File: src/rtl/parametros_hacia_rtc.sv
// Write path toward the RTC: snapshots the user-edited clock, date and timer
// values, validates them as BCD, then writes them one register at a time to
// the RTC bus controller and finishes with a single transfer command.
module parametros_hacia_rtc #(
    parameter logic [7:0]  ADDR_S   = 8'h21,
    parameter logic [7:0]  ADDR_D   = 8'h24,
    parameter logic [7:0]  ADDR_ST  = 8'h41,
    parameter logic [7:0]  CMD_ADDR = 8'hF1,
    parameter logic [7:0]  CMD_DATA = 8'hF1,
    parameter int unsigned TIMEOUT  = 1023
) (
    input  logic       clk,
    input  logic       rst,
    input  logic       start,
    input  logic [1:0] sel,
    input  logic [7:0] s,
    input  logic [7:0] m,
    input  logic [7:0] h,
    input  logic [7:0] d,
    input  logic [7:0] me,
    input  logic [7:0] a,
    input  logic [7:0] st,
    input  logic [7:0] mt,
    input  logic [7:0] ht,
    input  logic       wr_done,
    output logic       wr_req,
    output logic [7:0] wr_addr,
    output logic [7:0] wr_data,
    output logic       busy,
    output logic       done,
    output logic       err
);

    localparam int unsigned CW = (TIMEOUT > 0) ? $clog2(TIMEOUT + 1) : 1;
    localparam logic [CW-1:0] CNT_MAX = CW'(TIMEOUT);
    localparam logic [CW-1:0] CNT_ONE = CW'(1);

    typedef enum logic [2:0] {
        StIdle, StCheck, StIssue, StWait, StNext, StCommit, StCwait, StFin
    } state_t;

    state_t        state_q, state_d;
    logic [1:0]    sel_q;
    logic [7:0]    snap_q [9];   // 0..2 time, 3..5 date, 6..8 timer
    logic [3:0]    idx_q, idx_d;
    logic [CW-1:0] cnt_q, cnt_d;
    logic          err_q, err_d;
    logic [7:0]    addr_q, addr_d;
    logic [7:0]    data_q, data_d;
    logic          capture;
    logic [3:0]    first_idx, last_idx;
    logic          ok_time, ok_date, ok_timer, group_ok;

    // Both nibbles decimal and value inside [lo, hi]; BCD order matches hex order.
    function automatic logic bcd_in(input logic [7:0] v, input logic [7:0] lo,
                                    input logic [7:0] hi);
        return (v[7:4] <= 4'd9) && (v[3:0] <= 4'd9) && (v >= lo) && (v <= hi);
    endfunction

    // Map a flat register index onto its RTC address.
    function automatic logic [7:0] reg_addr(input logic [3:0] idx);
        logic [7:0] r;
        case (idx)
            4'd0:    r = ADDR_S;
            4'd1:    r = ADDR_S + 8'd1;
            4'd2:    r = ADDR_S + 8'd2;
            4'd3:    r = ADDR_D;
            4'd4:    r = ADDR_D + 8'd1;
            4'd5:    r = ADDR_D + 8'd2;
            4'd6:    r = ADDR_ST;
            4'd7:    r = ADDR_ST + 8'd1;
            default: r = ADDR_ST + 8'd2;
        endcase
        return r;
    endfunction

    // Validation of each group against the captured snapshot.
    always_comb begin
        ok_time  = bcd_in(snap_q[0], 8'h00, 8'h59) && bcd_in(snap_q[1], 8'h00, 8'h59) &&
                   bcd_in(snap_q[2], 8'h00, 8'h23);
        ok_date  = bcd_in(snap_q[3], 8'h01, 8'h31) && bcd_in(snap_q[4], 8'h01, 8'h12) &&
                   bcd_in(snap_q[5], 8'h00, 8'h99);
        ok_timer = bcd_in(snap_q[6], 8'h00, 8'h59) && bcd_in(snap_q[7], 8'h00, 8'h59) &&
                   bcd_in(snap_q[8], 8'h00, 8'h23);
        unique case (sel_q)
            2'b00: begin group_ok = ok_time;  first_idx = 4'd0; last_idx = 4'd2; end
            2'b01: begin group_ok = ok_date;  first_idx = 4'd3; last_idx = 4'd5; end
            2'b10: begin group_ok = ok_timer; first_idx = 4'd6; last_idx = 4'd8; end
            default: begin
                group_ok  = ok_time && ok_date && ok_timer;
                first_idx = 4'd0;
                last_idx  = 4'd8;
            end
        endcase
    end

    // Next-state logic; the bus address/data are loaded on entry to ISSUE/COMMIT.
    always_comb begin
        state_d = state_q;
        idx_d   = idx_q;
        cnt_d   = cnt_q;
        err_d   = err_q;
        addr_d  = addr_q;
        data_d  = data_q;
        capture = 1'b0;
        case (state_q)
            StIdle: begin
                if (start) begin
                    capture = 1'b1;
                    err_d   = 1'b0;
                    state_d = StCheck;
                end
            end
            StCheck: begin
                if (!group_ok) begin
                    err_d   = 1'b1;
                    state_d = StIdle;
                end else begin
                    idx_d   = first_idx;
                    addr_d  = reg_addr(first_idx);
                    data_d  = snap_q[first_idx];
                    state_d = StIssue;
                end
            end
            StIssue: begin
                cnt_d   = '0;
                state_d = StWait;
            end
            StWait, StCwait: begin
                // wr_done takes priority over an expiring timeout
                if (wr_done) begin
                    state_d = (state_q == StWait) ? StNext : StFin;
                end else if (cnt_q == CNT_MAX) begin
                    err_d   = 1'b1;
                    state_d = StIdle;
                end else begin
                    cnt_d = cnt_q + CNT_ONE;
                end
            end
            StNext: begin
                if (idx_q == last_idx) begin
                    addr_d  = CMD_ADDR;
                    data_d  = CMD_DATA;
                    state_d = StCommit;
                end else begin
                    idx_d   = idx_q + 4'd1;
                    addr_d  = reg_addr(idx_q + 4'd1);
                    data_d  = snap_q[idx_q + 4'd1];
                    state_d = StIssue;
                end
            end
            StCommit: begin
                cnt_d   = '0;
                state_d = StCwait;
            end
            StFin:   state_d = StIdle;
            default: state_d = StIdle;
        endcase
    end

    // Control state registers.
    always_ff @(posedge clk or negedge rst) begin
        if (!rst) begin
            state_q <= StIdle;
            idx_q   <= '0;
            cnt_q   <= '0;
            err_q   <= 1'b0;
            addr_q  <= 8'h00;
            data_q  <= 8'h00;
        end else begin
            state_q <= state_d;
            idx_q   <= idx_d;
            cnt_q   <= cnt_d;
            err_q   <= err_d;
            addr_q  <= addr_d;
            data_q  <= data_d;
        end
    end

    // Snapshot of sel and all nine values, taken only on an accepted start.
    always_ff @(posedge clk or negedge rst) begin
        if (!rst) begin
            sel_q <= 2'b00;
            for (int i = 0; i < 9; i++) snap_q[i] <= 8'h00;
        end else if (capture) begin
            sel_q     <= sel;
            snap_q[0] <= s;
            snap_q[1] <= m;
            snap_q[2] <= h;
            snap_q[3] <= d;
            snap_q[4] <= me;
            snap_q[5] <= a;
            snap_q[6] <= st;
            snap_q[7] <= mt;
            snap_q[8] <= ht;
        end
    end

    // Outputs decoded from state so reset clears them immediately.
    always_comb begin
        wr_req  = (state_q == StIssue) || (state_q == StCommit);
        busy    = (state_q != StIdle);
        done    = (state_q == StFin);
        err     = err_q;
        wr_addr = addr_q;
        wr_data = data_q;
    end

endmodule

File: config.mk
export PLATFORM = sky130hd
export DESIGN_NAME = parametros_hacia_rtc
export DESIGN_NICKNAME = d
export VERILOG_FILES = /design/src/rtl/parametros_hacia_rtc.sv
export SDC_FILE = /design/constraint.sdc
export NUM_CORES = 1
export LEC_CHECK = 0
export CAP_MARGIN = 5
export CORE_ASPECT_RATIO = 1.25
export CORE_UTILIZATION = 35
export DETAILED_ROUTE_END_ITERATION = 16
export GPL_ROUTABILITY_DRIVEN = 0
export SLEW_MARGIN = 10
export SYNTH_ARGS = -nofsm -noshare
export SYNTH_HDL_FRONTEND = slang
export SYNTH_SLANG_ARGS = --single-unit
export TNS_END_PERCENT = 100
File: constraint.sdc
create_clock -name clk -period 2.75 [get_ports clk]
set_clock_uncertainty 0.1 [all_clocks]
set_input_delay 0.55 -clock clk [delete_from_list [all_inputs] [get_ports clk]]
set_output_delay 0.55 -clock clk [all_outputs]
set_load 0.01 [all_outputs]
# Yosys cells after proc, flatten, opt, wreduce, memory -nomap -nowiden
# Memories as Yosys holds them, arrays and structs flattened.
# Cells that the tools add are included.
# classes
add_sub_neg	2
mux	37
n_reduce_logical	49
order_cmp	38
eq_ne	19
bitwise	2
# ops
operator	n
$mux W8	10
$ge A8 B1 Y1 const B	9
$le A4 B4 Y1 const B	18
$bmux W8 S4	2
$logic_and A1 B1 Y1	35
$le A8 B7 Y1 const B	4
$pmux W8 S2	2
$le A8 B6 Y1 const B	3
$pmux W3 S7	1
$mux W10	2
$pmux W10 S2	1
$pmux W4 S2	2
$ne A2 B2 Y1 const B	7
$eq A3 B3 Y1 const B	4
$mux W3	4
$add A10 B1 Y10 const B	1
$eq A10 B10 Y1 const B	1
$ge A5 B5 Y1 const B	2
$not A4 Y5	2
$le A8 B5 Y1 const B	1
$le A8 B8 Y1 const B	1
$mux W4	2
$eq A3 B2 Y1 const B	2
$mux W1	6
other kinds (18)	25
# word_totals
regBits	108
inputBits	78
output_inout_bits	20
mem_count	2
rom_bits	80
elab_cells	165
# memory_table
memory	words	width	read_ports	rd_clocked_by_memory_dff	write_ports	line_no	rtl
(no name shown)	8	5	1	0	0	63	case (idx)
(no name shown)	8	5	1	0	0	63	

# Depth between registers and ports, before layout
# logic_depth
depth_word	11
ltp_mapped	10
ltp_nobuf	8

# Worst setup path before layout
# OpenSTA, ideal clock, no wires.
# synth_path
path_type	reg2reg
start	register idx_q[0]
end	register data_q[4] (netlist: wr_data[4])
synth_period_minus_slack_ns	2.783
required_time_ns	2.513
stages_incl_launch_ff	10
setup_time_ns	0.137
slack_ns	-0.033
path_buffers	3
arrival_ns	2.546
path_cell_list	dfrtp_1 > clkbuf_1 > clkbuf_1 > inv_1 > ha_1 > clkbuf_1 > mux4_2 > mux2_2 > a221oi_1 > a21oi_1
# synth_between
elab_chain_cells	7
elab_cells_between_ends	8
cone_classes	add/sub: 1; eq/ne: 1; mux: 5; bitwise: 1
# synth_lines
item	line_no	rtl
from (decl)	45	logic [3:0] idx_q, idx_d;
from (signal assigned)	172	idx_q <= idx_d;
$add A4 B1 Y4	148	data_d = snap_q[idx_q + 4'd1];
$not A4 Y5 (not written as such)	148	
$bmux W8 S4	148	
$mux W8 (not written as such) (2 in a row)	148	
$mux W8 (*)	141	if (idx_q == last_idx) begin
$pmux W8 S2 (*)	106	case (state_q)
to (signal assigned)	176	data_q <= data_d;
to (decl)	49	logic [7:0] data_q, data_d;
# Every way passes the cells marked *; elsewhere a longest branch is shown, timed or not. The select of a mux whose other input is x is not followed.
# A chain may end at the register's enable or synchronous reset.

# Final worst setup path
# layout_path
start	register state_q[0]
end	output wr_req
# layout_between
elab_chain_cells	2
elab_cells_between_ends	3
cone_classes	eq/ne: 2; reduce/logical: 1
# layout_lines
item	line_no	rtl
from (decl)	42	state_t state_q, state_d;
from (signal assigned)	164	state_q <= StIdle;
from (signal assigned)	171	state_q <= state_d;
$eq A3 B2 Y1 or $eq A3 B3 Y1 (tied branches)	201	wr_req = (state_q == StIssue) || (state_q == StCommit);
$logic_or A1 B1 Y1 (*)	201	
to (decl)	26	output logic wr_req,
# Every way passes the cells marked *; elsewhere a longest branch is shown, timed or not.

==> results.ini <==
[run_status]
outcome = finished clean

[finish]
fin_nets = 645
drive_gt1_share_pct = 27.53
antenna_cells = 0
design_area_um2 = 7411
area_growth_pct = 26.42

[critical_path]
cp.arrival_ns = 1.93
cp_max_fo = 17
cp-start-kind = flop
rrSetupSlack_ns = 0.24
path_class = flop to primary output
r2r-end = wr_data[4]
reg2regPathDepth = 7
end_kind = primary output
worstPathRequired_ns = 2.10
r2r_start = idx_q[0]

[die]
design.die.area_um2 = 17270
row_count = 52
dieHeight_um = 146.7
start_util_pct = 36.04
io_pins = 98
core-area_um2 = 16270
fp.dieW_um = 117.8

[sta]
setup_ws_ns = 0.1684
finalHoldViolCount = 0
worst_pin_slew_ns = 0.7721
slew_violations = 0
setup_tns_ns = 0
grt_setup_unrepaired = no
setup_viol = 0
period_minus_slack_ns = 2.582
fin_crit_sh_pct = 93.88
slew_headroom_pct = 48.53
clock.fmax_ghz = 0.3874

[routing]
drtAntennaViolNets = 0
detail_route.first_pass.iterations = 4
wire_per_inst_um = 19.12
vias = 4239
avgViaCountPerCell = 5.442
wl_mm = 14.89
drc = 0
drtIter0Drc = 274

[clocking]
cts_resized = 0
postCtsHoldBufs = 0
cts.clk_slew.worst_paths_ns = 0.07
cts.sinks = 106
h-tree-depth = 3
tritoncts = yes
clock_latency_ns = 0.35
clockBufferDepth = 2
cts_setup_buffers = 0
cts_buffers = 9
cts_root_buffer = clkbuf_16

[logic_synthesis]
synth_top_family_by_area = multiplexers
synth_ff_type = dfrtp_1
netlist_area_um2 = 5862
synthMuxAreaShare_pct = 31.33
async_flop_share_pct = 100.0
yosys.area_share.simple_pct = 7.492
synth_cell_types = 53
synth_fp_nets = 556
synth_compound_area_share_pct = 9.007
synthCells = 470
synth_xor_area_share_pct = 1.793
synth_adder_area_share_pct = 1.708
ys_seq_elements = 106
ys_warn_count = 0
synth_edf_count = 0
synth-seq-area-share_pct = 45.25
avgSynthCellArea_um2 = 12.47

[grt]
track_usage_pct = 18.36
antenna_found_initial = 0
grt_pass1_wl_mm = 24.52
grt_max_degree = 78
gr-total-overflow = 0
grt_pass1_vias = 4536

[pwr]
pwr-share-comb_pct = 51.0
p_clk_share_pct = 14.0
p_switching_uw = 3462
cell_internal_pwr_uw = 5724
p_per_area_nw_per_um2 = 1239
ir_drop_v = 0.0004713
seq_power_share_pct = 35.0
power.leakage_uw = 0.002902
switching_share_pct = 37.69

[place]
numPortBuffers = 96
dpl_cell_area_um2 = 7117
pre_cts_slack_ns = 0.2376
dp_hpwl_mm = 11.15

[min_path]
hold_class = input port to asynchronous set/reset pin

[run]
drv_cap = 0

[cell families (layout without fill, tap and decap cells)]
group                    after synthesis  after routing
other                                  1              1
adder cells (fa/ha/maj)                8              8
XOR/XNOR                              12             12
buffers and inverters                 44            137
AND/OR/NAND/NOR                       89             89
AO/OA/AOI/OAI                         78             78
flip-flops                           106            106
multiplexers                         132            132
[registers in the layout, indices dropped and copies added, names as in the netlist]
| register | count |
|---|---|
| cnt_q | 10 |
| wr_addr | 6 |
| snap_q | 72 |
| err | 1 |
| idx_q | 4 |
| state_q | 3 |
| sel_q | 2 |
| wr_data | 8 |
[area by class of cell]
class / count / area [um^2]
clock buffer: 11 / 242.7
clock inverter: 4 / 51.30
fill: 1534 / 8855
inverter: 11 / 41.29
multi-input combinational: 320 / 3032
sequential: 106 / 2653
tap: 216 / 270.3
timing repair buffer: 111 / 1121
[routing by layer]
layer / up-vias / global-route usage (%) / routed length [um]
met5: - / 0 / 0
met4: 0 / 6.667 / 261
met3: 22 / 3.998 / 844
met2: 145 / 29.85 / 7523
met1: 2127 / 24.11 / 6263
li1: 1945 / - / -
[placed cells by master, fill, tap and decap left out, types with 11 or more instances in the layout]
cell             count
dfrtp_1            106
clkdlybuf4s50_1     95
mux2_2              86
nand2_1             30
mux4_2              30
o21ai_0             22
nor2_1              20
mux2i_1             14
a21oi_1             13
buf_4               12
inv_1               11
xor2_1              11
[worst max-delay path, cell delays in order, from the launching register on]
cell	delay, ns
dfrtp_1	0.61
nand2_1	0.14
o22ai_1	0.25
clkdlybuf4s50_1	0.58
[worst max-delay path by stage]
stage,from,cells past startpoint,end
2_1_floorplan,idx_q[0],9,wr_data[4]
3_3_place_gp,idx_q[0],7,wr_data[4]
3_5_place_dp,snap_q[44],7,idx_q[2]
4_1_cts,state_q[0],3,wr_req
5_1_grt,sel_q[1],9,wr_data[6]
6_report,state_q[0],3,wr_req
[power groups by stage]
| stage | logic [uW] | clock network [uW] | registers (uW) |
|---|---|---|---|
| after floorplan | 3480 | 0 | 2800 |
| after global placement | 4600 | 0 | 3180 |
| after detailed placement | 4700 | 0 | 3220 |
| after CTS | 4720 | 1320 | 3200 |
| after global routing | 5080 | 1380 | 3330 |
| final | 4680 | 1290 | 3210 |
[metrics by stage]
stage / hold slack, ns / cells / util (%) / power (uW)
floorplan: 0.1544 / 470 / - / 6278
global placement: 0.4128 / 764 / 43.75 / 7784
detailed placement: 0.4352 / 764 / 43.75 / 7923
CTS: 0.2002 / 779 / 45.56 / 9241
global route: 0.2313 / 779 / 45.56 / 9792
finish: 0.1617 / 779 / 45.56 / 9185
[synthesized netlist by cell type (2+ instances only)]
library cell | count | area (um^2)
ha_1 | 8 | 100.1
a31oi_1 | 2 | 12.51
o32ai_2 | 2 | 32.53
and3_1 | 3 | 18.77
nand3_1 | 7 | 35.03
nand2_1 | 30 | 112.6
o32ai_1 | 2 | 17.52
buf_4 | 2 | 15.01
inv_1 | 11 | 41.29
a221oi_1 | 5 | 43.79
or3_1 | 4 | 25.02
o21ai_0 | 22 | 110.1
o21ai_1 | 3 | 15.01
a21oi_1 | 13 | 65.06
mux4_1 | 2 | 52.55
buf_1 | 2 | 7.510
o21a_1 | 3 | 22.52
mux2_2 | 86 | 968.4
nor4_1 | 3 | 18.77
nor3_1 | 4 | 20.02
o211ai_1 | 2 | 15.01
mux2i_1 | 14 | 140.1
buf_6 | 2 | 22.52
mux4_2 | 30 | 675.7
nand4_1 | 3 | 18.77
dfrtp_1 | 106 | 2653
nor2_1 | 21 | 78.83
o22ai_1 | 9 | 56.30
buf_2 | 7 | 35.03
a22oi_1 | 7 | 52.55
xor2_1 | 11 | 96.34
and4_1 | 2 | 17.52
clkbuf_1 | 20 | 75.07
nand2b_1 | 3 | 18.77
Power figures use the tool's default switching activity.
